### src/rtl/handshake_fifo_buffer.sv
// Elastic FIFO on a valid/ready channel. It registers both the forward
// (valid/data) path and the backward (ready) path, so producer and consumer
// are fully decoupled. Tokens come out in arrival order, one cycle after they
// are accepted. Depth may be any value from 2 to 64, including non-powers of two.
module handshake_fifo_buffer #(
  parameter int DATA_WIDTH = 32,
  parameter int NUM_SLOTS  = 4
) (
  input  logic                  clk,
  input  logic                  rst,
  input  logic [DATA_WIDTH-1:0] ins,
  input  logic                  ins_valid,
  output logic                  ins_ready,
  output logic [DATA_WIDTH-1:0] outs,
  output logic                  outs_valid,
  input  logic                  outs_ready
);

  localparam int PTR_W = (NUM_SLOTS > 1) ? $clog2(NUM_SLOTS) : 1;
  localparam int CNT_W = $clog2(NUM_SLOTS + 1);

  localparam logic [CNT_W-1:0] FULL_CNT = CNT_W'(NUM_SLOTS);
  localparam logic [PTR_W-1:0] LAST_PTR = PTR_W'(NUM_SLOTS - 1);

  logic [DATA_WIDTH-1:0] mem [NUM_SLOTS];
  logic [PTR_W-1:0]      rd_ptr;
  logic [PTR_W-1:0]      wr_ptr;
  logic [CNT_W-1:0]      count;
  logic                  push;
  logic                  pop;

  // Explicit wrap keeps non-power-of-two depths correct.
  function automatic logic [PTR_W-1:0] next_ptr(input logic [PTR_W-1:0] ptr);
    next_ptr = (ptr == LAST_PTR) ? '0 : ptr + PTR_W'(1);
  endfunction

  // Handshakes are decoded from registered occupancy only; ready also drops
  // while reset is held so nothing is accepted during reset.
  assign ins_ready  = rst && (count != FULL_CNT);
  assign outs_valid = (count != '0);
  assign push       = ins_valid && ins_ready;
  assign pop        = outs_valid && outs_ready;

  // Gate the head so uninitialised storage never shows up on the output.
  assign outs = outs_valid ? mem[rd_ptr] : '0;

  // Storage array: written on push, never reset.
  always_ff @(posedge clk) begin
    if (push) mem[wr_ptr] <= ins;
  end

  // Pointer and occupancy bookkeeping; reset clears all control state at once.
  always_ff @(posedge clk or negedge rst) begin
    if (!rst) begin
      rd_ptr <= '0;
      wr_ptr <= '0;
      count  <= '0;
    end else begin
      if (push) wr_ptr <= next_ptr(wr_ptr);
      if (pop)  rd_ptr <= next_ptr(rd_ptr);
      case ({push, pop})
        2'b10:   count <= count + CNT_W'(1);
        2'b01:   count <= count - CNT_W'(1);
        default: count <= count;
      endcase
    end
  end

endmodule

### config.mk
export PLATFORM = sky130hd
export DESIGN_NAME = handshake_fifo_buffer
export DESIGN_NICKNAME = d
export VERILOG_FILES = /design/src/rtl/handshake_fifo_buffer.sv
export SDC_FILE = /design/constraint.sdc
export NUM_CORES = 1
export LEC_CHECK = 0
export CORE_MARGIN = 5
export CORE_UTILIZATION = 40
export CTS_CLUSTER_SIZE = 20
export DETAILED_ROUTE_END_ITERATION = 10
export MAX_ROUTING_LAYER = met4
export PLACE_DENSITY = 0.6
export SKIP_LAST_GASP = 1
export SYNTH_ARGS = -nofsm -noshare
export SYNTH_HDL_FRONTEND = slang
export SYNTH_SLANG_ARGS = --single-unit
### constraint.sdc
create_clock -name clk -period 2.1 [get_ports clk]
set_clock_uncertainty 0.05 [all_clocks]
set_input_delay 0.42 -clock clk [delete_from_list [all_inputs] [get_ports clk]]
set_output_delay 0.42 -clock clk [all_outputs]
set_load 0.02 [all_outputs]
==> results of run 1 <==
power by group through the flow:
stage               Clock [W]  Sequential [W]  Combinational, W
floorplan                   0         0.00345           0.00233
global route          0.00292         0.00351           0.00420
detailed placement          0         0.00350           0.00389
finish                0.00275         0.00348           0.00391
global placement            0         0.00348           0.00385
CTS                   0.00281         0.00347           0.00363
through the flow:
stage,cells,cell area (µm²),worst slack [ps],util (%)
global route,551,7124,-508.4,54.23
global placement,504,6452,-224.6,49.11
finish,551,7124,-430.5,54.23
floorplan,244,5329,137.8,-
detailed placement,504,6452,-233.9,49.11
CTS,539,6977,-462.0,53.10
worst reg2reg max path, stage by stage, from the launching register on:
cell and delay, ps:
dfrtp_2 440, or3_4 400, buf_6 150, buf_6 130, and2_4 160, ha_4 150
inv_2 40, fa_1 390, mux2i_1 160
cell type report:
cell class,instances,area [µm²],share of cell area (%)
clock buffer,20,436.7,6.129
clock inverter,12,110.1,1.545
inverter,6,22.52,0.3161
multi-input combinational,94,1240,17.40
sequential,135,4024,56.48
tap,176,220.2,3.091
timing repair buffer,108,1071,15.03
path summary, 6_finish.rpt:
check / end / cells past startpoint
worst min-delay path: count[1]$_DFFE_PN0P_ / 2
worst min register to register: wr_ptr[1]$_DFFE_PN0P_ / 1
max in group asynchronous: rd_ptr[0]$_DFFE_PN0P_ / 2
worst max-delay path: outs[1] / 4
min in group clk: wr_ptr[1]$_DFFE_PN0P_ / 1
worst max register to register: count[1]$_DFFE_PN0P_ / 8
layer usage:
layer	wire length, µm	GRT usage [%]
met1	4659	17.44
met2	5279	21.74
met3	579	5.885
met4	121	5.676
met5	0	-
flip-flops by register name, indices dropped and copies added, names as in the netlist:
signal / cells
count: 3
mem: 128
rd_ptr: 2
wr_ptr: 2
cells by family after synthesis:
logic type | after synthesis
AOI/OAI and AO/OA | 2
muxes | 37
DFF | 135
buffers and inverters | 17
adders and majority gates | 7
xor gates and xnor gates | 3
and+or+nand+nor | 43
placed cells by master (no fill, tap or decap), types with 3 or more instances in the layout:
cell             Yosys  layout
inv_1                6       5
edfxtp_1           128     128
dfrtp_2              0       4
clkdlybuf4s50_1      0      35
clkinv_1             0       4
clkbuf_16            0      18
buf_4                0      25
mux4_2              32      32
dfrtp_1              7       3
buf_2                4       7
buf_12               3      10
and2_2               0       4
clkinv_2             0       4
buf_6                1       9
and2_4               1       6
nor2_1               4       3
dlygate4sd2_1        0      17
clkbuf_1             3       3
ha_1                 6       5
clkbuf_2             0       3
and2_1              36      27
or3_4                1       3
timing repair:
| action | in CTS | in global routing |
|---|---|---|
| pin swaps | 2 | 3 |
| buffers inserted | 2 | 10 |
| endpoints found under the setup margin | 36 | 36 |
| resized for setup | 44 | 67 |
| gates cloned | 1 | 2 |
==> impl_results.md, run 1 <==
- Post-synthesis mux area share: 14.70%
- Die width: around 130 µm
- YS warnings: 0
- Seq pwr share: 34.3%
- Post-route clock period utilization: 120.5%
- I/O Buffers: 69
- Layout cells sized above 1: 36.27%
- DP HPWL: 6.263 mm
- CTS Root Cell: clkbuf_16
- Syn_nets: approximately 290
- Sw Share: 30.17%
- Combinational fraction of design power: between 30% and 40%
- Worst skew pair latency: 410 ps
- Simple-Gate Fraction of Synth Area: 4.954%
- Crit Reg-Reg Startpoint: count[2]$_DFFE_PN0P_
- RSZ-0062 raised after global routing: true
- Synth async-reset ratio: 5.185%
- Pin count of the biggest net entering global routing: 26
- Synth area leader: edfxtp_1
- Synth Cell Area: between 0.005 and 0.006 mm²
- Setup crit start: rd_ptr[0]$_DFFE_PN0P_
- Die footprint: 0.01573 mm²
- CP endpoint kind: output pin
- Worst hold path class: in -> async
- Final #Nets: 405
- Slowest stage delay, CP: 540 ps
- TNS Setup: -10800 ps
- GRT overflow: 0
- Worst path arrival time: about 2000 ps
- Largest family of logic cells by synthesized area: multiplexers
- DRT antenna net count: 0
- Max cap viols: 0
- Ant diodes: 0
- Net Sw Power: approximately 0.0031 W
- FMAX: 0.3952 GHz
- Post-synthesis compound-gate area fraction: 0.3052%
- Pre-Repair DR Iteration Count: 4
- Crit Path Class: reg -> out
- Crit path buf inv count: 2
- Syn Area/Cell: 21.84 µm²
- Ys flop type: edfxtp_1
- Pwr dens: 1423 mW/mm²
- Bufs on Longest Clock Path: 2
- Wirelength, routed: 10.64 mm
- Reg clk slew, reported paths: 50 ps
- Final Worst Setup Slack: -430.5 ps
- H-tree depth: 4
- Initial Util: 40.56%
- Worst Tran Pin Value: 219.1 ps
- Violated checks: setup timing
- Clk pwr share: 27.1%
- Initial antenna violation count: 0
- PnR Total Power: approximately 0.010 W
- Final setup vio count: 34
- Layout fillers: 1059
- Adder-Cell Fraction of Synth Area: 1.784%
- Count leader, synth: edfxtp_1
- Fin. Hold Viols: 0
- Die height: 125.4 µm
- Critical path peak fanout: 17
- Post-synth top cells: 128 x edfxtp_1, 36 x and2_1, 32 x mux4_2
- Worst Path Required: 1630 ps
- Cell-internal power: 0.007079 W
- Number of core rows: between 40 and 50
- Synth top area share: about 72%
- Minimum clock period: around 2500 ps
- CTS tree: done
- GRT Util Overall: 14.43%
- Avg WL per Cell: roughly 19 µm
- Post-Syn Instances: 244
- CP Cell Sequence: buf_12 -> mux4_2 -> and2_1 -> dlygate4sd2_1
- Core Area: 0.01314 mm²
- Cell variety after synth: 22
- Post-synthesis xor/xnor area fraction: 0.4931%
- Post-synth EDFFs: between 100 and 150
- Sequential fraction of the synthesis area: 75.42%
- Slowest CP cell: mux4_2
- Kind of cell adding the most delay to the critical path: multiplexers
- Synth Register Bits: 135
- Leakage: 2.513 nW
- Relative slew slack: a little under nine tenths
- Synth top area cells: edfxtp_1 72%, mux4_2 14%, and2_1 4.2%, dfrtp_1 3.3%, ha_1 1.4%
- Fin. max-slew vios: 0
- Layout area overhead: 33.69%
- Final GP Congestion: approximately 0.7
- Status: complete, but fails checks
- Via density: ~4.9
- # IOs: 70
- Flop2flop setup slack: -70 ps
- Initial DRC Count: 149
- Worst vdd ir: 0.7525 mV
- Sinks on Clock Net: 135
- Vias in the first global route: around 2900
- CTS buffer count: 17
- Worst setup SP type: flop
- Worst hold slack: roughly 280 ps
- First-pass GRT wire length: 16.25 mm
- CTS Hold Bufs: 0
- Remaining DRCs: 0
- Via total after detailed routing: 2675
Power figures use the tool's default switching activity.
==> run 2: changes to the inputs <==
- CORE_UTILIZATION: 40 -> 35
- PLACE_DENSITY: 0.6 -> 0.54
- SKIP_LAST_GASP: 1 -> unset
==> run 2 against run 1 <==
Against the previous run: the run still ends with setup timing left; combinational power is 23% higher; final area is 3.3% higher; first-iteration DRC count is 29% higher; register-to-register slack better by 60 ps; die area is 13% higher; critical path type unchanged; largest cell class unchanged.
==> impl_results.md, run 2 (same netlist as run 1, synthesis figures left out) <==
- Most frequent cells in the layout: 128 x edfxtp_1, 35 x clkdlybuf4s50_1, 34 x buf_6
- CTS buffer count: 17
- DRT antenna net count: 0
- DP HPWL: 6.450 mm
- CTS Root Cell: clkbuf_16
- Violated checks: setup timing
- CP endpoint kind: output pin
- Ant diodes: 0
- Crit Path Class: reg -> out
- Placed insts: 514
- Minimum clock period: 2359 ps
- Multi-input gate area: 0.001319 mm²
- Initial Util: 35.32%
- Pwr dens: 1540 mW/mm²
- Worst hold slack: 305.3 ps
- Critical path peak fanout: 6
- Final Worst Setup Slack: -258.8 ps
- Biggest regs: mem: 128 flops, count: 3 flops
- GRT Util Overall: between 10 and 15%
- Worst Tran Pin Value: 257.8 ps
- Layout cells sized above 1: 48.24%
- Core Area: around 0.015 mm²
- Initial DRC Count: 192
- FMAX: 0.4239 GHz
- Max reg flops: 128
- Most common cell after layout, fill and taps aside: edfxtp_1
- Via total after detailed routing: 2707
- H-tree depth: 4
- Via density: 4.860
- Reg clk slew, reported paths: 60 ps
- Pre-Repair DR Iteration Count: 4
- Worst path arrival time: ~1900 ps
- Final GP Congestion: 0.6705
- Reg with most FFs: mem
- R2R cell count: 8
- FF/Latch Area: roughly 0.0040 mm²
- Worst vdd ir: 0.6961 mV
- PnR Total Power: approximately 0.011 W
- Relative slew slack: 82.81%
- CTS Hold Bufs: 0
- Reg-to-reg endpoint: count[2]$_DFFE_PN0P_
- Bufs on Longest Clock Path: 2
- Die height: 133.4 µm
- Final setup vio count: 33
- Remaining DRCs: 0
- Final Non-Filler Cells: between 500 and 600
- Final #Nets: 399
- Worst skew pair latency: 410 ps
- Die width: ~130 µm
- Placed Area: 0.006452 mm²
- Fin. Hold Viols: 0
- Worst hold path class: in -> async
- Number of core rows: between 40 and 50
- RSZ-0062 raised after global routing: true
- Fin area: 0.007358 mm²
- # IOs: 70
- Flop2flop setup slack: -10 ps
- First-pass GRT wire length: 17.56 mm
- I/O Buffers: 69
- Vias in the first global route: 3001
- Leakage: 2.613 nW
- CTS tree: done
- Pre-CTS setup slack: -251.4 ps
- Status: complete, but fails checks
- Worst Path Required: 1630 ps
- Die footprint: between 0.015 and 0.02 mm²
- Pin count of the biggest net entering global routing: 25
- GRT overflow: 0
- Post-route clock period utilization: 112.3%
- Initial antenna violation count: 0
- Crit Reg-Reg Startpoint: count[0]$_DFFE_PN0P_
- Wirelength, routed: 11.32 mm
- Layout fillers: roughly 1300
- Worst setup SP type: flop
- Max cap viols: 0
- Layout area overhead: 38.08%
- Avg WL per Cell: 20.33 µm
- Fin. max-slew vios: 0
- Sinks on Clock Net: 135
[run 2: changes by cell type in the layout (fill, tap and decap cells not counted), moves of 2 or more]
cell	change
buf_2	-6
clkbuf_2	-3
buf_16	+2
dlygate4sd2_1	-17
bufinv_16	+2
buf_6	+25
and2_1	-27
clkbuf_1	-3
and2_4	+27
buf_4	-7
[run 2: worst max path at each step]
| stage | depth (start not counted) | slack, ps | to | startpoint |
|---|---|---|---|---|
| after floorplan | 3 | 140 | mem[3][0]$_DFFE_PP_ | count[0]$_DFFE_PN0P_ |
| after global placement | 4 | -230 | outs[20] | rd_ptr[0]$_DFFE_PN0P_ |
| after CTS | 5 | -300 | outs[27] | rd_ptr[0]$_DFFE_PN0P_ |
| after global routing | 5 | -320 | outs[15] | rd_ptr[0]$_DFFE_PN0P_ |
| after detailed placement | 4 | -250 | outs[6] | rd_ptr[0]$_DFFE_PN0P_ |
| final | 5 | -260 | outs[24] | rd_ptr[0]$_DFFE_PN0P_ |
[run 2: worst max-delay path, stage by stage, from the launching register on]
cell and delay [ps]:
dfrtp_2 400, buf_12 130, buf_12 130, mux4_2 510
and2_4 180, buf_6 120
[run 2: per-layer routing]
| metal | routed length (µm) | share of wire (%) | track usage (%) |
|---|---|---|---|
| met2 | 5606 | 50 | 21.36 |
| met3 | 531 | 4.7 | 4.569 |
| met1 | 5039 | 45 | 17.53 |
| met4 | 144 | 1.3 | 4.629 |
| met5 | 0 | 0 | - |
[run 2: where the power goes]
part / internal, W / switching, W / total [W]
Clock: 0.00197 / 0.00109 / 0.00306
Combinational: 0.00275 / 0.00204 / 0.00479
Sequential: 0.00331 / 0.000167 / 0.00348
[run 2: through the flow]
stage	utilization (%)	TNS, ps
floorplan	-	0
global placement	42.76	-6591
detailed placement	42.76	-7142
CTS	48.65	-8770
global route	48.76	-9753
finish	48.76	-7429
[run 2: what timing repair did]
item | 4_1_cts | 5_1_grt
endpoints found under the setup margin | 36 | 36
gates cloned | 5 | 1
buffers inserted | 4 | 2
resized for setup | 242 | 9
pin swaps | 6 | 10
[run 2: cell type report]
type	instances	share of cell area, %
multi-input combinational	95	17.92
sequential	135	54.68
tap	188	3.197
inverter	6	0.3061
clock buffer	17	5.781
clock inverter	15	2.500
timing repair buffer	101	15.61
==> run 3: changes to the inputs <==
- SKIP_LAST_GASP: unset -> 1
==> run 3 against run 2 <==
Against the previous run: the flow still finishes with violations (setup timing); first-iteration DRC count increased by 14%; worst setup slack improved by 1.9 ps; critical path depth unchanged; cell count increased by 0.18%; count of clock-buffer cells in the layout unchanged; combinational power about the same; hold slack about the same; global-route usage unchanged; clock power about the same; die area unchanged; sequential share of layout area about the same; critical path type unchanged; critical endpoint is now outs[27]; largest cell class unchanged.
==> impl_results.md, run 3 (same netlist as run 1, synthesis figures left out) <==
- Layout cells sized above 1: 48.65%
- GRT Util Overall: 13.90%
- Worst setup SP type: flop
- Minimum clock period: between 2000 and 2500 ps
- Violated checks: setup timing
- CTS tree: done
- Critical path peak fanout: 6
- Ant diodes: 0
- Fin area: 0.007357 mm²
- Relative slew slack: 81.17%
- DRT antenna net count: 0
- First-pass GRT wire length: 17.56 mm
- Final #Nets: 400
- Worst skew pair latency: 410 ps
- Status: complete, but fails checks
- Core Area: 0.01509 mm²
- Remaining DRCs: 0
- Most common cell after layout, fill and taps aside: edfxtp_1
- CP endpoint kind: output pin
- Avg WL per Cell: 20.55 µm
- PnR Total Power: 0.01134 W
- Final GP Congestion: approximately 0.67
- Fin. max-slew vios: 0
- Max reg flops: 128
- Via density: 4.892
- Post-route clock period utilization: 112.2%
- Placed insts: 514
- CTS Root Cell: clkbuf_16
- Layout fillers: roughly 1300
- Max cap viols: 0
- Initial DRC Count: 218
- Reg clk slew, reported paths: 60 ps
- Worst hold path class: in -> async
- Biggest regs: mem: 128 flops, count: 3 flops
- Reg-to-reg endpoint: count[2]$_DFFE_PN0P_
- Layout area overhead: 38.06%
- Multi-input gate area: 0.001323 mm²
- Most frequent cells in the layout: 128 x edfxtp_1, 35 x clkdlybuf4s50_1, 33 x and2_4, 33 x buf_6, 32 x mux4_2
- Initial Util: 35.32%
- Pre-Repair DR Iteration Count: 4
- Crit Reg-Reg Startpoint: count[0]$_DFFE_PN0P_
- Die width: 133.4 µm
- Worst vdd ir: ~0.7 mV
- Final setup vio count: 33
- Die height: 133.4 µm
- Bufs on Longest Clock Path: 2
- Fin. Hold Viols: 0
- GRT overflow: 0
- Flop2flop setup slack: 0 ps
- Worst Path Required: 1630 ps
- FF/Latch Area: around 0.0040 mm²
- Worst Tran Pin Value: 282.5 ps
- Placed Area: 0.006452 mm²
- TNS Setup: -7570 ps
- Die footprint: 0.01779 mm²
- DP HPWL: 6.450 mm
- H-tree depth: 4
- Vias in the first global route: 3001
- Worst path arrival time: between 1500 and 2000 ps
- Final Non-Filler Cells: 558
- Via total after detailed routing: 2730
- Sinks on Clock Net: 135
- FMAX: 0.4243 GHz
- Wirelength, routed: around 11 mm
- RSZ-0062 raised after global routing: true
- Initial antenna violation count: 0
- I/O Buffers: 69
- R2R cell count: 10
- Pwr dens: approximately 1500 mW/mm²
- # IOs: 70
- Crit Path Class: reg -> out
- Final Worst Setup Slack: -256.9 ps
- Leakage: ~2.6 nW
- Reg with most FFs: mem
- Pin count of the biggest net entering global routing: 25
- CTS buffer count: 17
- Number of core rows: 45
run 3: cell type report:
cell class	instances	share of cell area, %
clock buffer	17	5.782
clock inverter	15	2.500
inverter	6	0.3061
multi-input combinational	96	17.98
sequential	135	54.71
tap	188	3.197
timing repair buffer	101	15.53
run 3: worst max path at each step:
stage	slack [ps]	cells past startpoint	startpoint	to
floorplan	140	3	count[0]$_DFFE_PN0P_	mem[3][0]$_DFFE_PP_
global placement	-230	4	rd_ptr[0]$_DFFE_PN0P_	outs[20]
finish	-260	5	rd_ptr[0]$_DFFE_PN0P_	outs[27]
global route	-330	5	rd_ptr[0]$_DFFE_PN0P_	outs[27]
CTS	-300	5	rd_ptr[0]$_DFFE_PN0P_	outs[27]
detailed placement	-250	4	rd_ptr[0]$_DFFE_PN0P_	outs[6]
run 3: report_power, final:
| group | switching, W | leakage [nW] | internal (W) |
|---|---|---|---|
| Sequential | 0.000173 | 1.24 | 0.00331 |
| Combinational | 0.00205 | 1.08 | 0.00275 |
| Clock | 0.00109 | 0.295 | 0.00197 |
| Total | 0.00331 | 2.61 | 0.00803 |
run 3: layer usage:
metal  up-vias  part of all wire, %  GRT usage [%]
met5         -                    0              -
met4         0                  1.3          4.629
met3        12                  6.4          4.569
met2        85                   49          21.36
met1      1421                   43          17.53
li1       1212                    -              -
run 3: worst max-delay path, cell delays in order (launching register included):
cell	delay [ps]
dfrtp_2	400
buf_12	130
buf_12	130
mux4_2	510
and2_4	180
buf_6	120
run 3: through the flow:
stage | hold WS [ps] | util (%) | setup WS (ps)
floorplan | 74.41 | - | 137.8
global placement | 484.3 | 42.76 | -226.7
detailed placement | 515.0 | 42.76 | -251.4
CTS | 292.5 | 48.62 | -302.5
global route | 299.2 | 48.76 | -329.4
finish | 305.6 | 48.76 | -256.9
run 3: repair_timing:
item / CTS / global route
pin swaps: 4 / 6
buffers inserted: 4 / 2
cloned: 5 / 2
hold buffers: 0 / 0
resized for setup: 235 / 12
endpoints found under the setup margin: 36 / 36
